[config.mk]
export PLATFORM = sky130hd
export DESIGN_NAME = coax_tx
export DESIGN_NICKNAME = d
export VERILOG_FILES = /design/src/rtl/coax_tx.sv
export SDC_FILE = /design/constraint.sdc
export NUM_CORES = 1
export LEC_CHECK = 0
export CORE_MARGIN = 1.5
export CORE_UTILIZATION = 51
export DETAILED_ROUTE_END_ITERATION = 16
export PLACE_DENSITY = 0.72
export SETUP_SLACK_MARGIN = 0.4
export SYNTH_ARGS = -nofsm -noshare
export SYNTH_HDL_FRONTEND = slang
export SYNTH_SLANG_ARGS = --single-unit
[constraint.sdc]
create_clock -name clk -period 3.8 [get_ports clk]
set_clock_uncertainty 0.05 [all_clocks]
set_input_delay 0.76 -clock clk [delete_from_list [all_inputs] [get_ports clk]]
set_output_delay 0.76 -clock clk [all_outputs]
set_load 0.005 [all_outputs]
[src/rtl/coax_tx.sv]
// coax_tx
// Bi-phase (Manchester) transmitter for the 3270 coax link. It takes 10-bit
// words through a one-deep holding register and frames them on the line as
// one transmission: start sequence (five "1" cells plus a code violation),
// one or more 12-bit word cells (sync, data MSB first, even parity) and an
// end sequence (one "1" cell plus two bit times of high).
//
// Ports
//   clk          : single clock, rising edge
//   reset        : synchronous, active-high
//   data[9:0]    : word offered for transmission
//   load         : offer data; taken on a clock where load && ready
//   ready        : holding register can accept a word
//   active       : a frame is on the line
//   tx           : bi-phase line data
//   tx_delay     : tx delayed by CLOCKS_PER_BIT/4 clocks (pre-emphasis)
//   tx_inverted  : complement of tx while active, otherwise 0
//
// Optional feature macro: COAX_TX_DELAY_EN
//   defined   : tx_delay is tx through a CLOCKS_PER_BIT/4 stage shift register
//   undefined : tx_delay is tied to 0 and no delay register exists
module coax_tx #(
   parameter int CLOCKS_PER_BIT = 8
) (
   input  logic       clk,
   input  logic       reset,
   input  logic [9:0] data,
   input  logic       load,
   output logic       ready,
   output logic       active,
   output logic       tx,
   output logic       tx_delay,
   output logic       tx_inverted
);

   localparam int CNT_W = $clog2(CLOCKS_PER_BIT);
   localparam logic [CNT_W-1:0] HALF_CNT = CNT_W'(CLOCKS_PER_BIT / 2);
   localparam logic [CNT_W-1:0] LAST_CNT = CNT_W'(CLOCKS_PER_BIT - 1);

   localparam logic [1:0] ST_IDLE  = 2'd0;
   localparam logic [1:0] ST_START = 2'd1;
   localparam logic [1:0] ST_WORD  = 2'd2;
   localparam logic [1:0] ST_END   = 2'd3;

   logic [1:0]       state_q, state_d;
   logic [CNT_W-1:0] clkCnt_q, clkCnt_d;
   logic [3:0]       bitCnt_q, bitCnt_d;
   logic [11:0]      shift_q, shift_d;
   logic [9:0]       hold_q, hold_d;
   logic             holdFull_q, holdFull_d;
   logic             ready_q, tx_q, active_q, txInv_q;
   logic             accept, secondHalf, lastClk, txLevel, busy;

   // A word cell is sync "1", the ten data bits MSB first, then the bit that
   // makes the total number of ones in data plus parity even.
   function automatic logic [11:0] wordCell(input logic [9:0] w);
      return {1'b1, w, ^w};
   endfunction

   assign accept     = load & ready_q;
   assign secondHalf = (clkCnt_q >= HALF_CNT);
   assign lastClk    = (clkCnt_q == LAST_CNT);
   assign busy       = (state_q != ST_IDLE);

   // Line level for the clock currently being generated. The code violation
   // (low for 3H, high for 3H) is built as a full low cell, a "0" cell and a
   // full high cell, so it stays on bit-cell boundaries.
   always_comb begin
      txLevel = 1'b0;
      case (state_q)
         ST_START: begin
            if (bitCnt_q < 4'd5) begin
               txLevel = ~secondHalf;
            end else if (bitCnt_q == 4'd5) begin
               txLevel = 1'b0;
            end else if (bitCnt_q == 4'd6) begin
               txLevel = secondHalf;
            end else begin
               txLevel = 1'b1;
            end
         end
         ST_WORD: txLevel = shift_q[11] ^ secondHalf;
         ST_END:  txLevel = (bitCnt_q == 4'd0) ? ~secondHalf : 1'b1;
         default: txLevel = 1'b0;
      endcase
   end

   // Frame sequencing. A word accepted on the very last clock of a parity
   // cell goes straight into the shift register so the next sync cell
   // follows without a gap.
   always_comb begin
      state_d    = state_q;
      clkCnt_d   = lastClk ? '0 : clkCnt_q + 1'b1;
      bitCnt_d   = bitCnt_q;
      shift_d    = shift_q;
      hold_d     = hold_q;
      holdFull_d = holdFull_q;
      if (accept) begin
         hold_d     = data;
         holdFull_d = 1'b1;
      end
      case (state_q)
         ST_IDLE: begin
            clkCnt_d = '0;
            bitCnt_d = '0;
            if (accept) begin
               state_d = ST_START;
            end
         end
         ST_START: begin
            if (lastClk) begin
               if (bitCnt_q == 4'd7) begin
                  state_d    = ST_WORD;
                  bitCnt_d   = '0;
                  shift_d    = wordCell(hold_q);
                  holdFull_d = 1'b0;
               end else begin
                  bitCnt_d = bitCnt_q + 4'd1;
               end
            end
         end
         ST_WORD: begin
            if (lastClk) begin
               if (bitCnt_q == 4'd11) begin
                  bitCnt_d = '0;
                  if (holdFull_q) begin
                     shift_d    = wordCell(hold_q);
                     holdFull_d = 1'b0;
                  end else if (accept) begin
                     shift_d    = wordCell(data);
                     holdFull_d = 1'b0;
                  end else begin
                     state_d = ST_END;
                  end
               end else begin
                  bitCnt_d = bitCnt_q + 4'd1;
                  shift_d  = {shift_q[10:0], 1'b0};
               end
            end
         end
         ST_END: begin
            if (lastClk) begin
               if (bitCnt_q == 4'd2) begin
                  state_d  = ST_IDLE;
                  bitCnt_d = '0;
               end else begin
                  bitCnt_d = bitCnt_q + 4'd1;
               end
            end
         end
         default: state_d = ST_IDLE;
      endcase
   end

   // State and output registers. Line outputs trail the sequencer by one
   // clock, which gives the one-clock start latency and makes active and tx
   // drop together on the edge after the last END clock.
   always_ff @(posedge clk) begin
      if (reset) begin
         state_q    <= ST_IDLE;
         clkCnt_q   <= '0;
         bitCnt_q   <= '0;
         shift_q    <= '0;
         hold_q     <= '0;
         holdFull_q <= 1'b0;
         ready_q    <= 1'b1;
         tx_q       <= 1'b0;
         active_q   <= 1'b0;
         txInv_q    <= 1'b0;
      end else begin
         state_q    <= state_d;
         clkCnt_q   <= clkCnt_d;
         bitCnt_q   <= bitCnt_d;
         shift_q    <= shift_d;
         hold_q     <= hold_d;
         holdFull_q <= holdFull_d;
         ready_q    <= ~holdFull_d & (state_d != ST_END);
         tx_q       <= txLevel;
         active_q   <= busy;
         txInv_q    <= busy & ~txLevel;
      end
   end

   assign ready       = ready_q;
   assign active      = active_q;
   assign tx          = tx_q;
   assign tx_inverted = txInv_q;

`ifdef COAX_TX_DELAY_EN
   localparam int DLY = CLOCKS_PER_BIT / 4;
   logic [DLY-1:0] dly_q;

   // Pre-emphasis copy of the line, a quarter bit cell behind tx.
   always_ff @(posedge clk) begin
      if (reset) begin
         dly_q <= '0;
      end else begin
         dly_q <= {dly_q[DLY-2:0], tx_q};
      end
   end

   assign tx_delay = dly_q[DLY-1];
`else
   assign tx_delay = 1'b0;
`endif

endmodule
; Word level (Yosys, flattened, before mapping)
; Cells that the tools add are included.
[word_totals]
regBits = 36
input_bits = 13
out_inout_bits = 5
elab_cells = 82
[op_classes]
add_sub_neg = 2
order_cmp = 2
eq_ne = 15
n_mux = 37
bitwise = 7
n_reduce_logical = 9
[ops]
columns = op, n
row1 = 2-to-1 mux 12 bit, 6
row2 = 2-to-1 mux 4 bit, 6
row3 = case mux 12 bit (2 select lines), 1
row4 = XOR reduction 10 bit, 2
row5 = 2-to-1 mux 2 bit, 9
row6 = case mux 4 bit (4 select lines), 1
row7 = == test 4 x 3 -> 1 bit (second input constant), 3
row8 = 2-to-1 mux 1 bit, 11
row9 = inequality test 2 bit (second input constant), 5
row10 = case mux 2 bit (4 select lines), 1
row11 = AND reduction 5 bit, 1
row12 = adder 4 x 1 -> 4 bit (second input constant), 1
row13 = == test 2 bit (second input constant), 2
row14 = == test 4 x 2 -> 1 bit (second input constant), 1
row15 = == test 4 bit (second input constant), 1
row16 = zero test 4 bit, 1
row17 = less-than comparator 4 x 3 -> 1 bit (second input constant), 1
row18 = inequality test 4 bit (second input constant), 1
row19 = nonzero test 2 bit, 2
row20 = adder 3 x 1 -> 3 bit (second input constant), 1
row21 = bitwise AND 1 bit, 3
row22 = == test 3 bit (second input constant), 1
row23 = >= comparator 3 bit (second input constant), 1
row24 = NOT 1 bit, 3
row25 = 7 further kinds, 7

; Logic depth before layout (Yosys ltp)
; Gate-level depths: netlist (run 1).
[logic_depth]
ltp_word = 9
ltp_mapped = 9
ltp_nobuf = 8

; Worst setup path before layout (run 1)
; OpenSTA, ideal clock, no wires.
[synth_timing]
kind = register to register
startpoint = register state_q[1]
endpoint = register bitCnt_q[2]
setup_time_ns = 0.065
t_arrival_ns = 1.870
t_required_ns = 3.685
slack_ns = 1.815
stages_incl_launch_ff = 10
path_cell_list = dfxtp_1 > inv_1 > ha_1 > or2_1 > buf_6 > o21a_4 > or3b_1 > a211oi_2 > a21oi_1 > nor2_1
[synth_between]
elab_chain_cells = 3
[synth_rtl]
columns = item, line_no
row1 = "start, declared", 45  ; logic [1:0] state_q, state_d;
row2 = "start signal, assigned", 171  ; state_q <= state_d;
row3 = == test 2 x 1 -> 1 bit or == test 2 bit (tied branches), 102  ; case (state_q)
row4 = inequality test 2 bit (no line), n/a
row5 = AND reduction 3 bit (no line), n/a
row6 = "end signal, assigned", 173  ; bitCnt_q <= bitCnt_d;
row7 = "end, declared", 47  ; logic [3:0] bitCnt_q, bitCnt_d;
; Parallel ways exist; a longest one is shown, timed or not.
; A chain may end at the register's enable or synchronous reset.

; Worst setup path after layout (run 1)
[layout_timing]
startpoint = input port load
endpoint = register shift_q[11]
[layout_between]
elab_chain_cells = 3
[layout_rtl]
columns = item, line_no
row1 = "start, declared", 28  ; input logic load,
row2 = bitwise AND 1 bit, 60  ; assign accept = load & ready_q;
row3 = inequality test 4 bit (no line), n/a
row4 = AND reduction 5 bit (no line), n/a
row5 = "end signal, assigned", 174  ; shift_q <= shift_d;
row6 = "end, declared", 48  ; logic [11:0] shift_q, shift_d;
; Every way passes these cells.

==> results of run 1 <==
[power breakdown]
group	internal [mW]	switching (mW)	leakage (nW)
logic	0.183	0.250	0.450
clock network	0.194	0.149	0.0541
registers	0.423	0.0421	0.293
[per-layer routing]
| layer | vias to the layer above | part of all wire, % | track usage, % |
|---|---|---|---|
| li1 | 897 | - | - |
| met1 | 820 | 51 | 31.4 |
| met2 | 57 | 44 | 34.2 |
| met3 | 5 | 3.7 | 4.43 |
| met4 | 0 | 0.94 | 7.65 |
| met5 | - | 0 | 0 |
[path summary, 6_finish.rpt]
check                               from                       end  slack [ps]  cells after the start
hold reg to reg   clkCnt_q[0]$_SDFF_PP0_    clkCnt_q[0]$_SDFF_PP0_         400                      1
hold / removal    clkCnt_q[0]$_SDFF_PP0_    clkCnt_q[0]$_SDFF_PP0_         400                      1
setup reg to reg   state_q[0]$_SDFF_PP0_  bitCnt_q[2]$_SDFFE_PP0P_        1300                      8
setup / recovery                    load  shift_q[11]$_SDFFE_PP0P_        1200                      7
[cell usage in the layout, fill, tap and decap left out, types with 2 or more instances in the layout]
cell,synthesis,layout
nor3b_1,2,2
xnor2_1,14,14
nor2b_1,2,2
o22ai_1,11,11
clkbuf_8,0,5
o21ai_0,2,2
nor3_1,7,7
o211ai_1,10,10
inv_1,10,10
a311oi_1,2,2
ha_1,11,11
dfxtp_1,36,36
a31oi_1,2,2
nor2_1,16,16
nand2b_1,3,3
a21oi_1,29,29
and2_1,5,5
nand3_1,2,2
and4_1,2,2
clkdlybuf4s50_1,0,16
xor2_1,3,3
nand2_1,46,46
[cell type report]
cell class              count  area, um^2  area share [%]
multi-input cells         191        1190            51.9
flip-flops and latches     36         721            31.6
repair buffers             17         168            7.34
clock buffers               5        68.8            3.01
well taps                  48        60.1            2.63
clock inverters             3        42.5            1.86
inverters                  10        37.5            1.64
[logic make-up after synthesis]
logic type               Yosys count  synth area share (%)
AND/OR/NAND/NOR                   92                  21.0
AO/OA/AOI/OAI                     69                  22.1
flip-flops                        36                  35.6
buffers and inverters             27                  5.75
XOR/XNOR                          18                  8.47
adder cells (fa/ha/maj)           11                  6.80
other                              1                 0.185
[state kept, by name (all words and copies together), names as in the netlist]
signal,flops
active,1
bitCnt_q,4
clkCnt_q,3
holdFull_q,1
hold_q,10
ready,1
shift_q,12
state_q,2
tx,1
tx_inverted,1
[metrics by stage]
stage	power [mW]	hold slack, ps
2_1_floorplan	0.797	378
3_3_place_gp	0.897	393
3_5_place_dp	0.898	397
4_1_cts	1.24	408
5_1_grt	1.32	419
6_report	1.24	403
==> results.yml, run 1 <==
cts:
  clk_pin_slew_worst_paths_ps: 80
  clk_latency_ps: 290
  cts_buffers: 5
  hold_buffers: 0
  cts_root_buffer: "clkbuf_8"
  postCtsResizedCells: 0
  cts-htree-levels: 2
  cts_tree: "yes"
  clkSinkCount: 36
  post_cts_buffers: 0
  clk_path_buf_depth: 2
timing:
  worst_slew_margin_rel_pct: 44.9
  rsz0062_at_grt: "no"
  fin_crit_sh_pct: 68.5
  tightest_slew_ps: 824
  slew_violations: 0
  final.min_clock_period_ps: 2600
  max_freq_mhz: 384
  hold_viol_final: 0
  setup_violations: 0
  setup_slack_ps: 1200
  finalSetupTns_ps: 0
synthesis:
  synth_nets: 278
  async_reset_ff_share_pct: 0
  synthTopCellsByArea: "dfxtp_1, nand2_1, a21oi_1, ha_1, xnor2_1"
  yosysMostFrequentCell: "nand2_1"
  synth_area_um2: 2020
  synth_flop_cell: "dfxtp_1"
  syn_inst: 254
  syn_area_per_cell_um2: 7.97
  yosysWarnings: 0
  synth-edff-count: 0
  yosysUniqueCellTypes: 46
  yosysSeqAreaShare_pct: 35.6
  synthTopCellsByCount: "nand2_1, dfxtp_1, a21oi_1"
  synth_top_area_share_pct: 35.6
  ys_ff_latch: 36
  yosys.area.top_type: "dfxtp_1"
setup_path:
  critPathKind: "primary input to register"
  worstPathBufferInverterCount: 1
  slowest_delay_ps: 470
  crit_slowest_cell: "clkdlybuf4s50_1"
  critPathMaxFanout: 12
  crit_top_cell: "nor3_1"
  path_delay_family: "simple AND/OR/NAND/NOR gates"
  endpoint_kind: "register"
  required_ps: 3940
  crit_path_cell_trace: "clkdlybuf4s50_1 -> and2_1 -> nor2_1 -> nand3_1 -> nand4_1 -> nor3_1 -> nor3_1"
  start_kind: "primary input"
  cp.arrival_ps: 2740
die:
  coreArea_um2: 3740
  fp.dieH_um: 66.0
  die_area_um2: 4350
  rows: 22
  initial_utilization_pct: 54.0
  fp.dieW_um: 66.0
  io_pins: 18
drt:
  antenna_left: 0
  drtIter0Drc: 162
  vias: 1779
  drcViolationCount: 0
  drt_pass1_iterations: 5
  routedWlPerCell_um: 14.1
  wl_um: 4360
  vias_per_cell: 5.74
placed_design:
  post-place-ws_ps: 936
  place_area_um2: 2170
  dp_cells: 302
  io_buffers: 16
  hpwl_um: 2860
  gp_congestion: 0.791
global_route:
  antenna_found_initial: 0
  grt_max_degree: 23
  grt_pass1_wl_um: 7510
  gr-usage-all-layers_pct: 22.4
  grt_overflow_total: 0
  first_global_vias: 1649
cells_and_area:
  area_growth_pct: 12.9
  nFillCells: 365
  fin_area_um2: 2280
  antennaDiodeCount: 0
  fin_cells: 310
  fin_util_pct: 61.0
  nets: 285
  drive_above_1_share_pct: 4.20
run:
  maxCapViolCount: 0
run_status:
  status: "finished, final reports clean"
power_and_ir_drop:
  ir_drop_mv: 0.229
  p_leak_nw: 0.797
  power_density_nw_per_um2: 543
min_path:
  hold_path_class: "register to register"
Power figures use the tool's default switching activity.
==> run 2, diff against run 1 <==
Clock period 3.8 ns to 2.45 ns, I/O delays scaled along.
==> results.yml, run 2 (same netlist as run 1, synthesis figures left out) <==
min_path:
  worstHoldPathCells: 2
  hold_path_class: "register to register"
  min-delay-start: "shift_q[1]$_SDFFE_PP0P_"
  holdPathEnd: "shift_q[1]$_SDFFE_PP0P_"
cells_and_area:
  multi_input_area_um2: 1230
  nets: 298
  seqCellArea_um2: 729
  antennaDiodeCount: 0
  area_growth_pct: 20.0
  final_common_cell: "nand2_1"
  layout_common_cells: "nand2_1, dfxtp_1, a21oi_1"
  largest_register: "shift_q"
  nFillCells: 341
  drive_above_1_share_pct: 13.5
  largestRegisters: "shift_q x12, hold_q x10, bitCnt_q x4"
  largest_reg_flops: 12
timing:
  setup_slack_ps: 489
  worst_slew_margin_rel_pct: 66.4
  finalSetupTns_ps: 0
  tightest_slew_ps: 501
  rsz0062_at_grt: "yes"
  max_freq_mhz: 510
  final.min_clock_period_ps: 1960
  fin_crit_sh_pct: 80.1
  hold_viol_final: 0
  slew_violations: 0
  setup_violations: 0
power_and_ir_drop:
  power_density_nw_per_um2: 851
  p_leak_nw: 0.861
  ir_drop_mv: 0.424
placed_design:
  post-place-ws_ps: 257
  io_buffers: 16
  gp_congestion: 0.831
  hpwl_um: 2980
setup_path:
  reg2reg_from: "state_q[0]$_SDFF_PP0_"
  reg2reg_slack_ps: 500
  critPathKind: "primary input to register"
  required_ps: 2560
  crit_slowest_cell: "clkdlybuf4s50_1"
  cp.arrival_ps: 2070
  start_kind: "primary input"
  timing.rr.end: "bitCnt_q[2]$_SDFFE_PP0P_"
  crit_path_cell_trace: "clkdlybuf4s50_1 -> and2_1 -> nor2_1 -> and4_1 -> o22ai_1 -> a221oi_1 -> a21oi_1"
  critPathMaxFanout: 3
  rr_worst_depth: 8
  slowest_delay_ps: 420
  endpoint_kind: "register"
drt:
  vias: 1828
  vias_per_cell: 5.66
  routedWlPerCell_um: 14.1
  antenna_left: 0
  drtIter0Drc: 168
  drt_pass1_iterations: 4
  drcViolationCount: 0
  wl_um: 4560
cts:
  cts_root_buffer: "clkbuf_8"
  clk_latency_ps: 290
  cts_buffers: 5
  cts_tree: "yes"
  clk_path_buf_depth: 2
  cts-htree-levels: 2
  hold_buffers: 0
  clk_pin_slew_worst_paths_ps: 80
  clkSinkCount: 36
global_route:
  antenna_found_initial: 0
  grt_pass1_wl_um: 7650
  gr-usage-all-layers_pct: 22.7
  grt_max_degree: 22
  grt_overflow_total: 0
  first_global_vias: 1626
die:
  coreArea_um2: 3740
  fp.dieW_um: 66.0
  io_pins: 18
  rows: 22
  die_area_um2: 4350
  initial_utilization_pct: 54.0
  fp.dieH_um: 66.0
run:
  maxCapViolCount: 0
run_status:
  status: "finished, final reports clean"
run 2: changes by cell type in the layout (fill, tap and decap cells not counted), moves of 2 or more:
cell	change
dfxtp_4	+2
buf_4	+13
ha_2	+2
ha_1	-3
dfxtp_1	-3
run 2: per-layer routing:
metal | wire (um) | global-route usage, % | up-vias
met5 | 0 | 0 | -
met4 | 87 | 8.42 | 0
met3 | 251 | 3.58 | 10
met2 | 2080 | 34.6 | 61
met1 | 2150 | 32.3 | 835
li1 | - | - | 922
run 2: where the power goes:
part | switching, mW | internal, mW
clock network | 0.217 | 0.302
logic | 0.431 | 0.384
registers | 0.0661 | 0.665
total | 0.714 | 1.35
run 2: layout make-up:
cell class	count	area share (%)
flip-flops and latches	36	30.1
inverters	10	1.55
repair buffers	30	10.9
clock buffers	6	2.99
clock inverters	2	1.44
well taps	48	2.47
multi-input cells	191	50.6
run 2: worst max path at each step:
| stage | startpoint | endpoint | slack [ps] |
|---|---|---|---|
| floorplan | state_q[1]$_SDFF_PP0_ | bitCnt_q[2]$_SDFFE_PP0P_ | 470 |
| global placement | load | shift_q[6]$_SDFFE_PP0P_ | 280 |
| detailed placement | load | shift_q[5]$_SDFFE_PP0P_ | 260 |
| CTS | state_q[1]$_SDFF_PP0_ | bitCnt_q[2]$_SDFFE_PP0P_ | 420 |
| global route | load | ready$_SDFF_PP1_ | 380 |
| finish | load | ready$_SDFF_PP1_ | 490 |
run 2: worst max-delay path, delay by kind of cell:
kind            cells  cell delay [ps]
simple gates        3              640
compound gates      3              530
buf+inv             1              420
run 2: repair_timing:
item                       CTS  global route
setup buffers                0             7
setup endpoints to repair    2            19
pin swaps                    0             4
hold endpoints to repair     0             0
gates cloned                 0             0
gates resized for setup      3            14
run 2: stage by stage:
| stage | cell area [um^2] | util, % | power (mW) | cells | hold WS (ps) |
|---|---|---|---|---|---|
| 2_1_floorplan | 2020 | - | 1.24 | 254 | 378 |
| 3_3_place_gp | 2220 | 59.2 | 1.41 | 308 | 391 |
| 3_5_place_dp | 2220 | 59.2 | 1.42 | 308 | 394 |
| 4_1_cts | 2330 | 62.3 | 1.95 | 316 | 405 |
| 5_1_grt | 2430 | 64.8 | 2.19 | 323 | 424 |
| 6_report | 2430 | 64.8 | 2.06 | 323 | 405 |
==> run 3, diff against run 2 <==
Clock period 2.45 ns to 2 ns, I/O delays scaled along.
==> results.yml, run 3 (same netlist as run 1, synthesis figures left out) <==
timing:
  slew_violations: 0
  rsz0062_at_grt: "yes"
  fin_crit_sh_pct: 96.8
  setup_slack_ps: 63.7
  hold_viol_final: 0
  final.min_clock_period_ps: 1940
  setup_violations: 0
  max_freq_mhz: 516
die:
  rows: 22
  initial_utilization_pct: 54.0
  fp.dieH_um: 66.0
  coreArea_um2: 3740
  die_area_um2: 4350
  fp.dieW_um: 66.0
  io_pins: 18
global_route:
  grt_max_degree: 23
  grt_overflow_total: 0
  grt_pass1_wl_um: 9140
  first_global_vias: 1972
  gr-usage-all-layers_pct: 27.9
  antenna_found_initial: 0
setup_path:
  slowest_delay_ps: 390
  required_ps: 2150
  start_kind: "register"
  path_delay_family: "simple AND/OR/NAND/NOR gates"
  endpoint_kind: "register"
  crit_slowest_cell: "dfxtp_4"
  crit_path_cell_trace: "inv_4 -> ha_4 -> buf_4 -> buf_12 -> nor4b_4 -> a311oi_2 -> nor2_1 -> a211oi_2 -> a21oi_1 -> nor2_1"
  critPathMaxFanout: 21
  worstPathBufferInverterCount: 3
  critPathKind: "register to register"
  crit_top_cell: "nor2_1"
  cp.arrival_ps: 2080
run_status:
  status: "finished, final reports clean"
cells_and_area:
  area_growth_pct: 53.8
  final_common_cell: "nand2_1"
  nets: 326
  fin_cells: 351
  fin_area_um2: 3110
  layout_common_cells: "nand2_1, buf_4, dfxtp_1"
  drive_above_1_share_pct: 44.6
  largestRegisters: "shift_q x12, hold_q x10, bitCnt_q x4"
  largest_register: "shift_q"
  antennaDiodeCount: 0
  largest_reg_flops: 12
cts:
  clk_path_buf_depth: 2
  clk_pin_slew_worst_paths_ps: 70
  cts_root_buffer: "clkbuf_8"
  clk_latency_ps: 310
  cts_tree: "yes"
  cts-htree-levels: 2
  clkSinkCount: 36
  cts_buffers: 5
run:
  maxCapViolCount: 0
placed_design:
  hpwl_um: 3140
  gp_congestion: 0.814
  dp_cells: 318
  place_area_um2: 2380
  post-place-ws_ps: -127
  io_buffers: 16
power_and_ir_drop:
  power_mw: 3.03
  p_leak_nw: 1.09
  power_density_nw_per_um2: 973
  ir_drop_mv: 0.820
drt:
  drt_pass1_iterations: 6
  drtIter0Drc: 250
  drcViolationCount: 0
  routedWlPerCell_um: 20.7
  wl_um: 7260
  vias_per_cell: 6.41
  antenna_left: 0
  vias: 2251
min_path:
  hold_path_class: "register to register"
-- run 3: cell count changes in the layout (fill, tap and decap cells not counted), moves of 9 or more --
cell     change
a21oi_2      +9
a21oi_1      -9
buf_4       +17
nand2_1      -9
-- run 3: path summary, 6_finish.rpt --
check | startpoint | end | slack [ps] | cells past startpoint
setup / recovery | state_q[0]$_SDFF_PP0_ | bitCnt_q[2]$_SDFFE_PP0P_ | 60 | 10
hold / removal | clkCnt_q[0]$_SDFF_PP0_ | clkCnt_q[0]$_SDFF_PP0_ | 380 | 1
setup reg to reg | state_q[0]$_SDFF_PP0_ | bitCnt_q[2]$_SDFFE_PP0P_ | 60 | 10
hold reg to reg | clkCnt_q[0]$_SDFF_PP0_ | clkCnt_q[0]$_SDFF_PP0_ | 380 | 1
-- run 3: per-stage QoR --
stage	hold slack, ps	setup TNS (ps)	util [%]
2_1_floorplan	378	0	-
3_3_place_gp	391	-803	63.7
3_5_place_dp	394	-1360	63.7
4_1_cts	385	0	76.1
5_1_grt	408	-25.7	83.1
6_report	382	0	83.1
-- run 3: layout make-up --
class | count | area (um^2)
multi-input cells | 193 | 1630
repair buffers | 56 | 505
fillers | 209 | 632
well taps | 48 | 60.1
inverters | 10 | 45.0
clock buffers | 8 | 121
flip-flops and latches | 36 | 746
-- run 3: metal layers --
layer / track usage (%) / wire [um] / vias to the layer above
met4: 14.0 / 418 / 0
met3: 5.45 / 569 / 44
li1: - / - / 985
met2: 44.4 / 3470 / 147
met1: 35.9 / 2800 / 1075
met5: 0 / 0 / -
-- run 3: what timing repair did --
| item | 4_1_cts | 5_1_grt |
|---|---|---|
| buffers inserted | 15 | 8 |
| hold buffers | 0 | 0 |
| gates cloned | 0 | 2 |
| setup endpoints to repair | 22 | 23 |
| resized for setup | 58 | 43 |
| hold endpoints to repair | 0 | 0 |
| pin swaps | 31 | 24 |
-- run 3: power breakdown --
group | internal [mW] | switching, mW
Sequential | 0.818 | 0.105
Combinational | 0.683 | 0.749
Clock | 0.390 | 0.284
Total | 1.89 | 1.14
